--- src/rtl/packet_slot_manager_pkg.sv ---
// Shared slot types for the packet slot manager and the packet controller around it.
// The default slot count lives here so that every user sizes its indices the same way.
package packet_slot_manager_pkg;

  localparam int DEFAULT_NUM_ENTRIES = 8;
  localparam int DEFAULT_IDX_W       = $clog2(DEFAULT_NUM_ENTRIES);

  typedef logic [DEFAULT_IDX_W-1:0] slot_index_t;
  typedef logic [DEFAULT_IDX_W:0]   slot_count_t;

endpackage

--- src/rtl/packet_slot_manager_next_free_index_comb.sv ---
// Lowest-set-bit finder over the free bitmap. It drives the allocation offer, which means the offer
// depends only on registered state.
module next_free_index_comb #(
  parameter int NUM_ENTRIES = 8,
  parameter int IDX_W       = $clog2(NUM_ENTRIES)
) (
  input  logic [NUM_ENTRIES-1:0] i_free_bitmap,
  output logic                   o_valid,
  output logic [IDX_W-1:0]       o_index
);

  // Scanning from the top down lets the lowest free index be the last one written.
  always_comb begin
    o_valid = 1'b0;
    o_index = '0;
    for (int i = NUM_ENTRIES - 1; i >= 0; i--) begin
      if (i_free_bitmap[i]) begin
        o_valid = 1'b1;
        o_index = IDX_W'(i);
      end
    end
  end

endmodule

--- src/rtl/packet_slot_manager.sv ---
// Free/used bookkeeping for the packet buffer slots: lowest-free allocation and release on drain.
// Define PACKET_SLOT_DOUBLE_FREE_CHECK_EN to add the sticky double_free_err output.
module packet_slot_manager
  import packet_slot_manager_pkg::*;
#(
  parameter int NUM_ENTRIES = DEFAULT_NUM_ENTRIES,
  localparam int IDX_W      = $clog2(NUM_ENTRIES)
) (
  input  logic             clk,
  input  logic             rst,
  output logic             alloc_valid,
  output logic [IDX_W-1:0] alloc_index,
  input  logic             alloc_ready,
  input  logic             release_valid,
  input  logic [IDX_W-1:0] release_index,
  output logic [IDX_W:0]   free_count,
`ifdef PACKET_SLOT_DOUBLE_FREE_CHECK_EN
  output logic             double_free_err,
`endif
  output logic             full
);

  logic [NUM_ENTRIES-1:0] r_free_bitmap;
  logic [IDX_W:0]         r_free_count;
  logic                   r_full;

  logic [NUM_ENTRIES-1:0] w_bitmap_next;
  logic [IDX_W:0]         w_count_next;
  logic                   w_alloc_fire;
  logic                   w_release_eff;

  next_free_index_comb #(
    .NUM_ENTRIES (NUM_ENTRIES),
    .IDX_W       (IDX_W)
  ) u_next_free (
    .i_free_bitmap (r_free_bitmap),
    .o_valid       (alloc_valid),
    .o_index       (alloc_index)
  );

  assign w_alloc_fire  = alloc_valid & alloc_ready;
  assign w_release_eff = release_valid & ~r_free_bitmap[release_index];

  // Allocation is applied after release so a same-index collision leaves the slot used.
  always_comb begin
    w_bitmap_next = r_free_bitmap;
    if (release_valid) w_bitmap_next[release_index] = 1'b1;
    if (w_alloc_fire)  w_bitmap_next[alloc_index]   = 1'b0;
  end

  assign w_count_next = r_free_count - (IDX_W+1)'(w_alloc_fire) + (IDX_W+1)'(w_release_eff);

  always_ff @(posedge clk) begin
    if (rst) begin
      r_free_bitmap <= '1;
      r_free_count  <= (IDX_W+1)'(NUM_ENTRIES);
      r_full        <= 1'b0;
    end else begin
      r_free_bitmap <= w_bitmap_next;
      r_free_count  <= w_count_next;
      r_full        <= (w_count_next == '0);
    end
  end

  assign free_count = r_free_count;
  assign full       = r_full;

`ifdef PACKET_SLOT_DOUBLE_FREE_CHECK_EN
  logic r_double_free_err;
  logic w_double_free;

  assign w_double_free = release_valid & r_free_bitmap[release_index];

  always_ff @(posedge clk) begin
    if (rst) r_double_free_err <= 1'b0;
    else     r_double_free_err <= r_double_free_err | w_double_free;
  end

  always_ff @(posedge clk) begin
    if (!rst) begin
      assert (!w_double_free)
        else $error("packet_slot_manager: double free of slot %0d", release_index);
    end
  end

  assign double_free_err = r_double_free_err;
`endif

endmodule

--- config.mk ---
export PLATFORM = sky130hd
export DESIGN_NAME = packet_slot_manager
export DESIGN_NICKNAME = d
export VERILOG_FILES = /design/src/rtl/packet_slot_manager_pkg.sv /design/src/rtl/packet_slot_manager_next_free_index_comb.sv /design/src/rtl/packet_slot_manager.sv
export SDC_FILE = /design/constraint.sdc
export NUM_CORES = 1
export LEC_CHECK = 0
export ABC_AREA = 1
export CAP_MARGIN = 10
export CORE_MARGIN = 1
export CORE_UTILIZATION = 40
export CTS_BUF_LIST = sky130_fd_sc_hd__clkbuf_8
export CTS_CLUSTER_SIZE = 25
export DETAILED_ROUTE_END_ITERATION = 16
export PLACE_DENSITY = 0.67
export SLEW_MARGIN = 20
export SYNTH_ARGS = -nofsm -noshare
export SYNTH_HDL_FRONTEND = slang
export SYNTH_HIERARCHICAL = 1
export SYNTH_SLANG_ARGS = --single-unit
--- constraint.sdc ---
create_clock -name clk -period 5.9 [get_ports clk]
set_clock_uncertainty 0.1 [all_clocks]
set_input_delay 0.885 -clock clk [delete_from_list [all_inputs] [get_ports clk]]
set_output_delay 0.885 -clock clk [all_outputs]
set_load 0.03 [all_outputs]
==> results of run 1 <==
==> cell families after synthesis <==
kind of cell    count (synthesis)  synth area share [%]
compound gates                 18                  11.7
xor+xnor                        1                  1.05
fa+ha+maj                       5                  8.42
buf+inv                        30                  13.5
flops                          13                  31.3
simple gates                   65                  34.0
==> how the worst max path moves through the flow <==
stage                           from    to  slack [ns]  cells past startpoint
floorplan           release_index[0]  full        3.27                     14
global route        release_index[0]  full        2.60                     15
CTS                 release_index[0]  full        2.81                     15
detailed placement  release_index[0]  full        2.58                     15
global placement    release_index[0]  full        2.61                     15
finish              release_index[0]  full        2.82                     15
==> registers in the layout (all words and copies together) (netlist names) <==
register       flops
full               1
free_count         4
r_free_bitmap      8
==> report_power, final <==
group / internal, mW / switching (mW) / leakage, nW
clock network: 0.0459 / 0.0322 / 0.0269
registers: 0.100 / 0.00884 / 0.107
logic: 0.0540 / 0.0804 / 0.422
total: 0.200 / 0.121 / 0.556
==> layer usage <==
metal	vias to the layer above	GRT usage (%)	wire, um
met2	23	31.8	871
met4	0	7.22	25
met5	-	0	0
li1	439	-	-
met1	366	24.5	861
met3	5	3.77	97
==> cell usage in the layout (no fill, tap or decap) <==
cell	instances
or2_1	3
nand3_2	2
o21ai_1	12
nor2_1	14
ha_1	4
xor2_1	1
nor2_2	1
clkinv_1	1
nand2_1	38
o22ai_1	2
clkdlybuf4s50_1	15
nand4_1	1
clkbuf_8	3
inv_1	29
a31oi_1	1
nor3_2	1
fa_1	1
a21oi_2	1
nor3_1	1
a21oi_1	2
nand3_1	3
dfxtp_1	13
nand2_2	1
inv_2	1
==> area by class of cell <==
class | count | area, sq um
fill | 233 | 901
multi-input combinational | 89 | 459
sequential | 13 | 260
timing repair buffer | 15 | 150
inverter | 30 | 113
clock buffer | 3 | 41.3
tap | 27 | 33.8
clock inverter | 1 | 3.75
==> critical path, stage by stage <==
cell             delay (ns)
clkdlybuf4s50_1        0.50
inv_2                  0.15
nand2_1                0.07
nand3_1                0.06
nand2_1                0.05
nor2_1                 0.10
nand2_1                0.06
ha_1                   0.26
inv_1                  0.05
ha_1                   0.15
inv_1                  0.05
fa_1                   0.38
xor2_1                 0.18
nand3_1                0.11
nor2_2                 0.10
==> results.sh, run 1 <==
export IMPL_status="finished, final reports clean"
export IMPL_cellLeakagePower_nw=0.556
export IMPL_clock_latency_ns=0.24
export IMPL_synth_most_common_cell="nand2_1"
export IMPL_peakVddDrop_mv=0.226
export IMPL_reg2reg_setup_slack_ns=3.41
export IMPL_postSynthCellCount=132
export IMPL_gp_congestion=0.894
export IMPL_maxCapViolCount=0
export IMPL_ant_nets=0
export IMPL_setup_viol=0
export IMPL_min_to="r_free_bitmap[7]"
export IMPL_post_place_ws_ns=2.58
export IMPL_synth_area_leaders="dfxtp_1 (31%), nand2_1 (17%), inv_1 (13%)"
export IMPL_p_per_area_nw_per_um2=303
export IMPL_maxSlewViolCount=0
export IMPL_ys_seq_elements=13
export IMPL_synth_async_reset_ratio_pct=0
export IMPL_grt_max_degree=10
export IMPL_crit_path_max_fanout=6
export IMPL_fmax_ghz=0.324
export IMPL_finalPower_mw=0.322
export IMPL_vias=833
export IMPL_startpoint_type="input pin"
export IMPL_fin_hold_ws_ns=0.450
export IMPL_ctsHoldBuffers=0
export IMPL_period_needed_ns=3.08
export IMPL_synth_edf_count=0
export IMPL_drc=0
export IMPL_syn_area_sq_um=832
export IMPL_cts_root_buf="clkbuf_8"
export IMPL_ys_seq_area_share_pct=31.3
export IMPL_cts_htree_levels=1
export IMPL_finalNonFillerCells=178
export IMPL_synth_common_cells="nand2_1 (38), inv_1 (28), nor2_1 (14)"
export IMPL_syn_num_nets=144
export IMPL_fp_dieW_um=47.6
export IMPL_synth_top_flop_cell="dfxtp_1"
export IMPL_antenna_found_initial=0
export IMPL_coreArea_sq_um=1960
export IMPL_drtIter0Drc=14
export IMPL_initial_core_util_pct=42.4
export IMPL_netlist_top_cell_by_area="dfxtp_1"
export IMPL_drive_gt1_share_pct=6.62
export IMPL_post_cts_resize_count=0
export IMPL_drt_first_pass_iters=4
export IMPL_wl_per_cell_um=10.4
export IMPL_grt_setup_unrepaired="false"
export IMPL_hold_class="register to register"
export IMPL_wirelength_um=1860
export IMPL_portBuffers=15
export IMPL_crit_required_ns=5.98
export IMPL_hold_viol=0
export IMPL_endpoint_kind="register"
export IMPL_cts_setup_buffers=0
export IMPL_reg2regPathDepth=13
export IMPL_max_slew_margin_rel_pct=77.0
export IMPL_via_per_inst=4.68
export IMPL_syn_avg_cell_area_sq_um=6.30
export IMPL_yosys_warnings=6
export IMPL_dpl_cell_count=174
export IMPL_postLayoutCellArea_sq_um=1060
export IMPL_n_antenna_cell=0
export IMPL_whs_path_depth=2
export IMPL_fin_crit_sh_pct=52.2
export IMPL_worstMarginPinSlew_ns=0.344
export IMPL_yosys_cell_types_count=22
export IMPL_cts_inserted_buffers=3
export IMPL_tns_ns=0
export IMPL_reg2reg_to="full"
export IMPL_final_net_count=164
export IMPL_reg2reg_from="r_free_bitmap[7]"
export IMPL_post_route_util_pct=54.1
export IMPL_worstHoldStart="r_free_bitmap[7]"
export IMPL_area_delta_synth_final_pct=27.5
export IMPL_grt_total_usage_pct=19.1
export IMPL_die_h_um=47.6
export IMPL_rows=16
export IMPL_finalWorstSetupSlack_ns=2.82
export IMPL_grt_pass1_wl_um=3010
export IMPL_grt_overflow_total=0
export IMPL_die_area_sq_um=2270
export IMPL_synth_top_area_share_pct=31.3
export IMPL_clkSinkCount=13
export IMPL_critPathArrivalTime_ns=3.16
export IMPL_clk_pin_slew_ns=0.05
export IMPL_criticalPathCategory="input pin to register"
export IMPL_clk_path_buf_depth=2
export IMPL_grt_pass1_vias=744
export IMPL_cts_tree="done"
export IMPL_io_pins=16
export IMPL_placed_area_sq_um=1020
export IMPL_dp_hpwl_um=1500
Power figures use the tool's default switching activity.
==> run 2, diff against run 1 <==
- clock period: 5.9 -> 3 ns (I/O delays scaled with it)
==> run 2 against run 1 <==
  * Non-clock buffer count unchanged
  * Combinational power up 95%
  * Clock power up 96%
  * Clock-buffer cell count unchanged
  * Die area unchanged
  * Sequential cell count unchanged
  * Global-route usage down 0.94 points
  * Utilization unchanged
  * Via count up 0.60%
  * Highest routed layer unchanged
==> results.sh, run 2 (synthesized netlist as in run 1, its figures left out) <==
export IMPL_status="finished, final reports clean"
export IMPL_dpl_cell_count=174
export IMPL_ant_nets=0
export IMPL_period_needed_ns=2.65
export IMPL_crit_chain="clkdlybuf4s50_1 > inv_2 > nand2_1 > nand3_1 > nand2_1 > nor2_1 > nand2_1 > ha_1 > inv_1 > ha_1 > inv_1 > fa_1 > xor2_1 > nand3_1 > nor2_2"
export IMPL_path_delay_family="adder cells"
export IMPL_hold_class="register to register"
export IMPL_max_stage_delay_ns=0.49
export IMPL_drive_gt1_share_pct=6.62
export IMPL_crit_path_max_fanout=6
export IMPL_io_pins=16
export IMPL_drt_first_pass_iters=4
export IMPL_post_cts_resize_count=0
export IMPL_antenna_found_initial=0
export IMPL_dp_hpwl_um=1460
export IMPL_crit_path_top_delay_cell="clkdlybuf4s50_1"
export IMPL_wirelength_um=1780
export IMPL_coreArea_sq_um=1960
export IMPL_clock_latency_ns=0.24
export IMPL_largest_register_ffs=8
export IMPL_startpoint_type="input pin"
export IMPL_clk_pin_slew_ns=0.06
export IMPL_grt_total_usage_pct=18.2
export IMPL_area_delta_synth_final_pct=27.5
export IMPL_placed_area_sq_um=1020
export IMPL_final_net_count=164
export IMPL_layout_commonest_cell="nand2_1"
export IMPL_fmax_ghz=0.378
export IMPL_cts_htree_levels=1
export IMPL_grt_max_degree=10
export IMPL_cts_inserted_buffers=3
export IMPL_fin_crit_sh_pct=88.2
export IMPL_critPathArrivalTime_ns=2.73
export IMPL_die_area_sq_um=2270
export IMPL_cts_root_buf="clkbuf_8"
export IMPL_clkSinkCount=13
export IMPL_wl_per_cell_um=9.98
export IMPL_vias=838
export IMPL_postLayoutCellArea_sq_um=1060
export IMPL_die_h_um=47.6
export IMPL_max_slew_margin_rel_pct=79.1
export IMPL_grt_overflow_total=0
export IMPL_clk_path_buf_depth=2
export IMPL_crit_required_ns=3.08
export IMPL_ctsHoldBuffers=0
export IMPL_finalNonFillerCells=178
export IMPL_path_buf_inv=4
export IMPL_reg2reg_setup_slack_ns=0.53
export IMPL_maxCapViolCount=0
export IMPL_hold_viol=0
export IMPL_cp_common_cell="nand2_1"
export IMPL_p_per_area_nw_per_um2=592
export IMPL_grt_pass1_wl_um=2900
export IMPL_portBuffers=15
export IMPL_criticalPathCategory="input pin to register"
export IMPL_post_route_util_pct=54.1
export IMPL_cp_startpoint="release_index[0]"
export IMPL_top_register="r_free_bitmap"
export IMPL_n_antenna_cell=0
export IMPL_peakVddDrop_mv=0.386
export IMPL_worstHoldStart="r_free_bitmap[7]"
export IMPL_grt_setup_unrepaired="false"
export IMPL_gp_congestion=0.941
export IMPL_cts_setup_buffers=0
export IMPL_endpoint_kind="register"
export IMPL_drc=0
export IMPL_maxSlewViolCount=0
export IMPL_drtIter0Drc=18
export IMPL_initial_core_util_pct=42.4
export IMPL_cellLeakagePower_nw=0.556
export IMPL_final_cell_mix="nand2_1 (38), inv_1 (29), clkdlybuf4s50_1 (15), nor2_1 (14), dfxtp_1 (13)"
export IMPL_worstMarginPinSlew_ns=0.313
export IMPL_reg2reg_from="r_free_bitmap[7]"
export IMPL_grt_pass1_vias=745
export IMPL_finalPower_mw=0.628
export IMPL_rows=16
export IMPL_cts_tree="done"
export IMPL_setup_viol=0
export IMPL_fp_dieW_um=47.6
export IMPL_via_per_inst=4.71
export IMPL_tns_ns=0
run 2: worst min-delay path, cell delays in order (launching register included):
cell and delay, ns:
dfxtp_1 0.36, o22ai_1 0.10, nand2_1 0.05
run 2: area by class of cell:
type	count	area, sq um
inverter	30	113
tap	27	33.8
sequential	13	260
clock buffer	3	41.3
fill	230	901
multi-input combinational	89	459
timing repair buffer	15	150
clock inverter	1	3.75
run 2: path summary, 6_finish.rpt:
| kind | end | cells past startpoint |
|---|---|---|
| max | full | 15 |
| min | r_free_bitmap[7] | 2 |
| max reg2reg | full | 13 |
| min reg2reg | r_free_bitmap[7] | 2 |
run 2: through the flow:
step                worst slack, ns  hold slack, ns
floorplan                     0.510           0.392
global placement              0.184           0.429
detailed placement            0.135           0.434
CTS                           0.350           0.447
global route                  0.139           0.490
finish                        0.353           0.439
run 2: layer usage:
| metal | track usage [%] | routed length (um) | vias up | part of all wire, % |
|---|---|---|---|---|
| met3 | 4.53 | 119 | 2 | 6.7 |
| met2 | 28.2 | 807 | 25 | 45 |
| met4 | 6.67 | 11 | 0 | 0.62 |
| met5 | 0 | 0 | - | 0 |
| li1 | - | - | 439 | - |
| met1 | 24.5 | 839 | 372 | 47 |
run 2: power breakdown:
group | total [mW] | internal, mW | switching (mW)
clock network | 0.153 | 0.0902 | 0.0627
logic | 0.261 | 0.106 | 0.155
registers | 0.215 | 0.197 | 0.0174
total | 0.628 | 0.393 | 0.235
